**config.mk**
```make
export PLATFORM = sky130hd
export DESIGN_NAME = subtractor
export DESIGN_NICKNAME = d
export VERILOG_FILES = /design/src/rtl/subtractor_pkg.sv /design/src/rtl/tick_prescaler.sv /design/src/rtl/subtractor.sv
export SDC_FILE = /design/constraint.sdc
export NUM_CORES = 1
export LEC_CHECK = 0
export CAP_MARGIN = 0
export CORE_MARGIN = 1.5
export CORE_UTILIZATION = 44
export DETAILED_ROUTE_END_ITERATION = 7
export GPL_ROUTABILITY_DRIVEN = 0
export GPL_TIMING_DRIVEN = 1
export PLACE_DENSITY = 0.77
export SLEW_MARGIN = 20
export SYNTH_ARGS = -nofsm -noshare
export SYNTH_HDL_FRONTEND = slang
export SYNTH_SLANG_ARGS = --single-unit
```
**constraint.sdc**
```tcl
create_clock -name aclk -period 2.1 [get_ports aclk]
set_input_delay 0.63 -clock aclk [delete_from_list [all_inputs] [get_ports aclk]]
set_output_delay 0.63 -clock aclk [all_outputs]
set_load 0.01 [all_outputs]
```
**src/rtl/subtractor_pkg.sv**
```systemverilog
// subtractor_pkg: shared FSM encoding and sizing helpers for the subtractor
// down-counter and its tick_prescaler sub-module.
package subtractor_pkg;

    localparam int unsigned STATE_W = 2;

    typedef enum logic [STATE_W-1:0] {
        IDLE  = 2'd0,
        COUNT = 2'd1,
        DONE  = 2'd2
    } state_e;

    // Counter width able to hold 0..n-1; never narrower than one bit.
    function automatic int unsigned cnt_width(input int unsigned n);
        return (n > 1) ? $clog2(n) : 1;
    endfunction

endpackage

```
**src/rtl/tick_prescaler.sv**
```systemverilog
// tick_prescaler: counts enabled cycles and raises tick on every PRESCALE-th
// one. clr restarts the count from zero and takes precedence over en.
module tick_prescaler
    import subtractor_pkg::*;
#(
    parameter int unsigned PRESCALE = 1
) (
    input  logic aclk,
    input  logic arstn,
    input  logic clr,
    input  logic en,
    output logic tick
);

    localparam int unsigned     CW   = cnt_width(PRESCALE);
    localparam logic [CW-1:0]   LAST = CW'(PRESCALE - 1);

    logic [CW-1:0] cnt_q;
    logic [CW-1:0] cnt_d;

    assign tick = en && (cnt_q == LAST);

    // Next count: restart on clr, wrap to zero on the qualifying cycle.
    always_comb begin
        cnt_d = cnt_q;
        if (clr) begin
            cnt_d = '0;
        end else if (en) begin
            if (cnt_q == LAST) begin
                cnt_d = '0;
            end else begin
                cnt_d = cnt_q + CW'(1);
            end
        end
    end

    // Prescale count register.
    always_ff @(posedge aclk or negedge arstn) begin
        if (!arstn) begin
            cnt_q <= '0;
        end else begin
            cnt_q <= cnt_d;
        end
    end

endmodule

```
**src/rtl/subtractor.sv**
```systemverilog
// subtractor: loadable down-counter with prescaled decrement and a single-cycle
// done pulse on reaching zero. Priority each cycle is clr > load > dec.
// Optional build macro SUBTRACTOR_RELOAD_EN turns it into a periodic timer by
// reloading the last accepted load value when the count expires.
module subtractor
    import subtractor_pkg::*;
#(
    parameter int unsigned WIDTH    = 8,
    parameter int unsigned PRESCALE = 1
) (
    input  logic             aclk,
    input  logic             arstn,
    input  logic             clr,
    input  logic             load,
    input  logic [WIDTH-1:0] load_val,
    input  logic             dec,
    output logic [WIDTH-1:0] out,
    output logic             busy,
    output logic             done
);

    state_e           state_q;
    state_e           state_d;
    logic [WIDTH-1:0] out_q;
    logic [WIDTH-1:0] out_d;
    logic             busy_q;
    logic             done_q;
    logic             tick;
    logic             pre_clr;
    logic             pre_en;

`ifdef SUBTRACTOR_RELOAD_EN
    logic [WIDTH-1:0] reload_q;
    logic [WIDTH-1:0] reload_d;
`endif

    // The prescaler only advances on dec cycles that the FSM would honour;
    // any clr or load restarts it so a reloaded count starts a fresh period.
    assign pre_clr = clr || load;
    assign pre_en  = dec && !clr && !load && (state_q == COUNT);

    tick_prescaler #(
        .PRESCALE (PRESCALE)
    ) u_tick (
        .aclk  (aclk),
        .arstn (arstn),
        .clr   (pre_clr),
        .en    (pre_en),
        .tick  (tick)
    );

    // Next-state and next-count selection in clr > load > tick priority.
    always_comb begin
        state_d = state_q;
        out_d   = out_q;
`ifdef SUBTRACTOR_RELOAD_EN
        reload_d = reload_q;
`endif
        if (clr) begin
            state_d = IDLE;
            out_d   = '0;
`ifdef SUBTRACTOR_RELOAD_EN
            reload_d = '0;
`endif
        end else if (load) begin
            out_d   = load_val;
            state_d = (load_val != '0) ? COUNT : DONE;
`ifdef SUBTRACTOR_RELOAD_EN
            reload_d = load_val;
`endif
        end else begin
            unique case (state_q)
                IDLE: begin
                    state_d = IDLE;
                end
                COUNT: begin
                    if (tick) begin
                        out_d = out_q - WIDTH'(1);
                        if (out_q == WIDTH'(1)) begin
                            state_d = DONE;
                        end
                    end
                end
                DONE: begin
`ifdef SUBTRACTOR_RELOAD_EN
                    if (reload_q != '0) begin
                        out_d   = reload_q;
                        state_d = COUNT;
                    end else begin
                        state_d = IDLE;
                    end
`else
                    state_d = IDLE;
`endif
                end
                default: begin
                    state_d = IDLE;
                    out_d   = '0;
                end
            endcase
        end
    end

    // State, count and flag registers; busy/done are registered decodes of
    // the next state so they line up with the state they describe.
    always_ff @(posedge aclk or negedge arstn) begin
        if (!arstn) begin
            state_q <= IDLE;
            out_q   <= '0;
            busy_q  <= 1'b0;
            done_q  <= 1'b0;
        end else begin
            state_q <= state_d;
            out_q   <= out_d;
            busy_q  <= (state_d == COUNT);
            done_q  <= (state_d == DONE);
        end
    end

`ifdef SUBTRACTOR_RELOAD_EN
    // Reload value register, captured on every accepted load.
    always_ff @(posedge aclk or negedge arstn) begin
        if (!arstn) begin
            reload_q <= '0;
        end else begin
            reload_q <= reload_d;
        end
    end
`endif

    assign out  = out_q;
    assign busy = busy_q;
    assign done = done_q;

endmodule
```
Word-level counts from Yosys, hierarchy flattened --
Cells that the tools add are included.
Cells by class: add/sub/neg operators 2, reductions and logical operators 12, equal/unequal tests 7, bitwise gates (word level) 1, muxes and demuxes 13
Operators by type and width (count):
- $mux 8 | 3
- $pmux 8 s2 | 1
- $mux 2 | 6
- $eq 8x1->1 const B | 1
- $reduce_bool 8->1 | 1
- $sub 8x1->8 const B | 1
- $eq 2x1->1 const B | 2
- $eq 2x2->1 const B | 2
- $logic_and 1x1->1 | 4
- $ne 4x4->1 const B | 1
- $mux 1 | 3
- $ne 3x1->1 const B | 1
- $logic_not 1->1 | 2
- $logic_not 2->1 | 1
- $reduce_and 2->1 | 1
- $reduce_bool 2->1 | 1
- $reduce_or 2->1 | 1
- $add 1x1->1 const B | 1
- $logic_or 1x1->1 | 1
- $not 1->1 | 1
Word-level totals: register bits after elaboration 13, logic and storage cells 40

Longest topological paths before layout --
word-level depth 10, mapped depth 6, depth with buffers taken out 6

Cells and area by module --
Synthesis repeated with hierarchy kept, for this count alone.
Unflattened totals: cell total of the unflattened synthesis 84, area total of the unflattened synthesis 740.7 um2
Modules (own cells, without submodules):
- subtractor | sequential area each 300.3 um2, instances 1, area an instance 733.2 um2, cells an instance 83
- tick_prescaler | sequential area each 0.0 um2, instances 1, area an instance 7.5 um2, cells an instance 1

Worst setup path before layout --
OpenSTA, ideal clock, no wires.
path kind input to register, from input port load, to register out_q[7] (netlist: out[7]), arrival time 1.639 ns, path buffers 1, stages on the path 5, required time 2.013 ns, path slack 0.374 ns, path through or3b_1 buf_2 a311oi_2 a221oi_1 a211oi_2
Between the ends: word-level cells in the longest chain between the ends 6, elaborated cells between the ends (all ways) 9, classes of those cells 2 x eq/ne; 2 x mux; 5 x reduce/logical
RTL lines:
- start: declaration | RTL line subtractor.sv:14 | input logic load,
- $logic_not 1->1 | RTL line subtractor.sv:40 | assign pre_en = dec && !clr && !load && (state_q == COUNT);
- $logic_and 1x1->1 (2 in a row) | RTL line subtractor.sv:40
- $logic_and 1x1->1 | RTL line tick_prescaler.sv:21 | assign tick = en && (cnt_q == LAST);
- $ne 4x4->1 (no source line)
- $reduce_and 2->1 (no source line)
- end signal: assignment | RTL line subtractor.sv:114 | out_q <= out_d;
- end: declaration | RTL line subtractor.sv:24 | logic [WIDTH-1:0] out_q;
Parallel ways exist; a longest one is shown, timed or not. A chain may end at the register's enable or synchronous reset.

Worst setup path in the final report --
from register out_q[3] (netlist: out[3]), to output port out[3]
RTL lines:
- end: declaration | RTL line subtractor.sv:17 | output logic [WIDTH-1:0] out,
No word-level cell between the ends.

==> metrics.yaml <==
synth:
  avgSynthCellArea_um2: 8.98
  yosys.cell_types.count: 32
  yosysWarnings: 0
  synth_top_area_cell: "dfrtp_1"
  synth.area.top_cells: "dfrtp_1, nor2_1, o21ai_0"
  netlist_area_um2: 709
  syn_inst: 79
  synthFlopType: "dfrtp_1"
  yosys_register_bits: 12
  synth_top_area_share_pct: 42.3
  synthesis.nets: 94
  synth-edff-count: 0
  yosysSeqAreaShare_pct: 42.3
  asyncSetResetFlopFracSynth_pct: 100
clock_network:
  clock-sinks: 12
  htree_num_levels: 1
  cts_setup_buffers: 0
  cts_resized: 0
  insertion_delay_ps: 270
  cts_tree: "done"
  cts_root_buffer: "clkbuf_4"
  clockBufferDepth: 2
  holdBufCountCts: 0
  cts_made_buffers: 3
  clk_pin_slew_ps: 70
critical_path:
  start_kind: "register"
  cp_top_family: "buffers and inverters"
  crit_slowest_cell: "clkdlybuf4s50_1"
  cpPeakStageDelay_ps: 580
  crit_chain: "clkdlybuf4s50_1"
  cp_max_fo: 6
  crit_required_ps: 1470
  path_class: "register to output pin"
  endpoint_kind: "output pin"
  critPathArrivalTime_ps: 1320
  path_buf_inv: 1
layout:
  antenna_cells: 0
  fin_area_mm2: 0.00102
  drive_above_1_share_pct: 12.8
  fin_cells: 125
  syn2layout_area_growth_pct: 44.4
  nets: 125
route:
  drtIter0Drc: 28
  wl_per_cell_um: 15.0
  vias: 732
  wl_um: 1880
  route.detailed.drc: 0
  postRouteAntennaNets: 0
  vias_per_cell: 5.86
  drt_first_pass_iters: 4
place:
  placed_area_um2: 988
  dpl_worst_slack_ps: -103
  port_buffers: 22
  dpl.cell_count: 121
  place_hpwl_um: 1450
job:
  cap_viol_max_count: 0
power:
  power_frac_clock_pct: 30.3
  p_switching_mw: 0.173
  power_frac_seq_pct: 43.3
  power_density_mw_per_mm2: 590
  p_comb_share_pct: 26.5
  vdd_drop_max_mv: 0.412
  power_mw: 0.605
  swShare_pct: 28.6
  p_leak_nw: 0.414
  internal_power_mw: 0.432
grt:
  grt-ovfl-total: 0
  grt_max_degree: 14
  grt_pass1_vias: 718
  groute.usage.overall_pct: 23.4
  antenna_found_initial: 0
  grt_pass1_wl_um: 3180
worst_hold_path:
  hp-class: "register to register"
outcome:
  status: "complete, no violations"
sta:
  timing.hold.ws_ps: 581
  fmax_mhz: 512
  tightestPinTransition_ps: 539
  slew_headroom_pct: 64.0
  setup_viol: 0
  hold_violations: 0
  finalCritPeriodShare_pct: 93.0
  finalClockSkew_ps: 1.80
  worst_slack_ps: 146
  grt_setup_unrepaired: "false"
  maxSlewViolCount: 0
  fin_crit_ps: 1950
floorplan:
  core_mm2: 0.00151
  start_util_pct: 47.1
  die_h_um: 43.2
  die_w_um: 43.2
  rows: 14
  ios: 23
  fp.dieArea_mm2: 0.00186
[final cells by class]
cell class                      instances  area [um^2]
Timing Repair Buffer                   29          273
Sequential cell                        12          300
Multi-Input combinational cell         60          380
Clock buffer                            4         36.3
Fill cell                             136          482
Inverter                                4         15.0
Tap cell                               16         20.0
[cell families (layout without fill, tap and decap cells)]
| group | Yosys count | after routing | synth area share (%) |
|---|---|---|---|
| simple gates | 31 | 31 | 23.1 |
| fa+ha+maj | 2 | 2 | 3.53 |
| flops | 12 | 12 | 42.3 |
| xor+xnor | 1 | 1 | 1.23 |
| compound gates | 26 | 26 | 25.7 |
| buf+inv | 7 | 37 | 4.06 |
[metrics by stage]
stage                     TNS, ps  util, %
after global routing            0     68.0
after global placement       -191     65.6
after detailed placement     -332     65.6
after CTS                       0     68.0
after floorplan                 0        -
final                           0     68.0
[flip-flops by register name, summed over array words and instances, names as in the netlist]
name and cells:
busy 1, out 8, state_q 2, done 1
[final timing paths]
check                              startpoint              endpoint  slack (ps)  cells past startpoint
min reg2reg                out[6]$_DFFE_PN0P_    out[6]$_DFFE_PN0P_         580                      2
min                        out[6]$_DFFE_PN0P_    out[6]$_DFFE_PN0P_         580                      2
max                        out[3]$_DFFE_PN0P_                out[3]         150                      1
max in group asynchronous               arstn        busy$_DFF_PN0_        1040                      1
min in group asynchronous               arstn    out[2]$_DFFE_PN0P_         700                      1
max reg2reg                out[1]$_DFFE_PN0P_  state_q[0]$_DFF_PN0_         510                      6
[placed cells by master, fill, tap and decap left out, types with 2 or more instances in the layout]
cell,netlist,final
clkdlybuf4s50_1,0,22
nor2_1,12,12
dfrtp_1,12,12
o21ai_0,7,7
buf_4,0,7
inv_1,4,4
a21oi_1,4,4
nor4_1,3,3
nand2_1,3,3
nor3_1,3,3
clkbuf_4,0,3
a22oi_1,2,2
a211oi_1,2,2
a32oi_1,2,2
a221oi_1,2,2
o22ai_1,2,2
ha_1,2,2
[worst min-delay path, stage by stage (launching register included)]
cell and delay (ps):
dfrtp_1 400, o21ai_0 80, o21ai_1 70
[per-layer routing]
layer / track usage, % / wire, um / vias up
met5: 0 / 0 / -
met4: 13.9 / 29 / 0
met3: 6.38 / 97 / 5
met2: 35.2 / 888 / 24
met1: 29.5 / 865 / 343
li1: - / - / 360
[power by group through the flow]
stage | logic [mW] | registers [mW] | clock network [mW]
finish | 0.160 | 0.262 | 0.183
global route | 0.174 | 0.264 | 0.197
CTS | 0.160 | 0.261 | 0.188
detailed placement | 0.159 | 0.266 | 0
global placement | 0.157 | 0.265 | 0
floorplan | 0.0713 | 0.269 | 0
[cells in the mapped netlist (2+ instances only)]
master and n:
nor2_1 12, a211oi_1 2, a221oi_1 2, a21oi_1 4, a32oi_1 2, buf_2 2
ha_1 2, nand2_1 3, nor4_1 3, nor3_1 3, inv_1 4, o21ai_0 7
a22oi_1 2, dfrtp_1 12, o22ai_1 2
No activity file was read; power rests on OpenSTA's default activity.
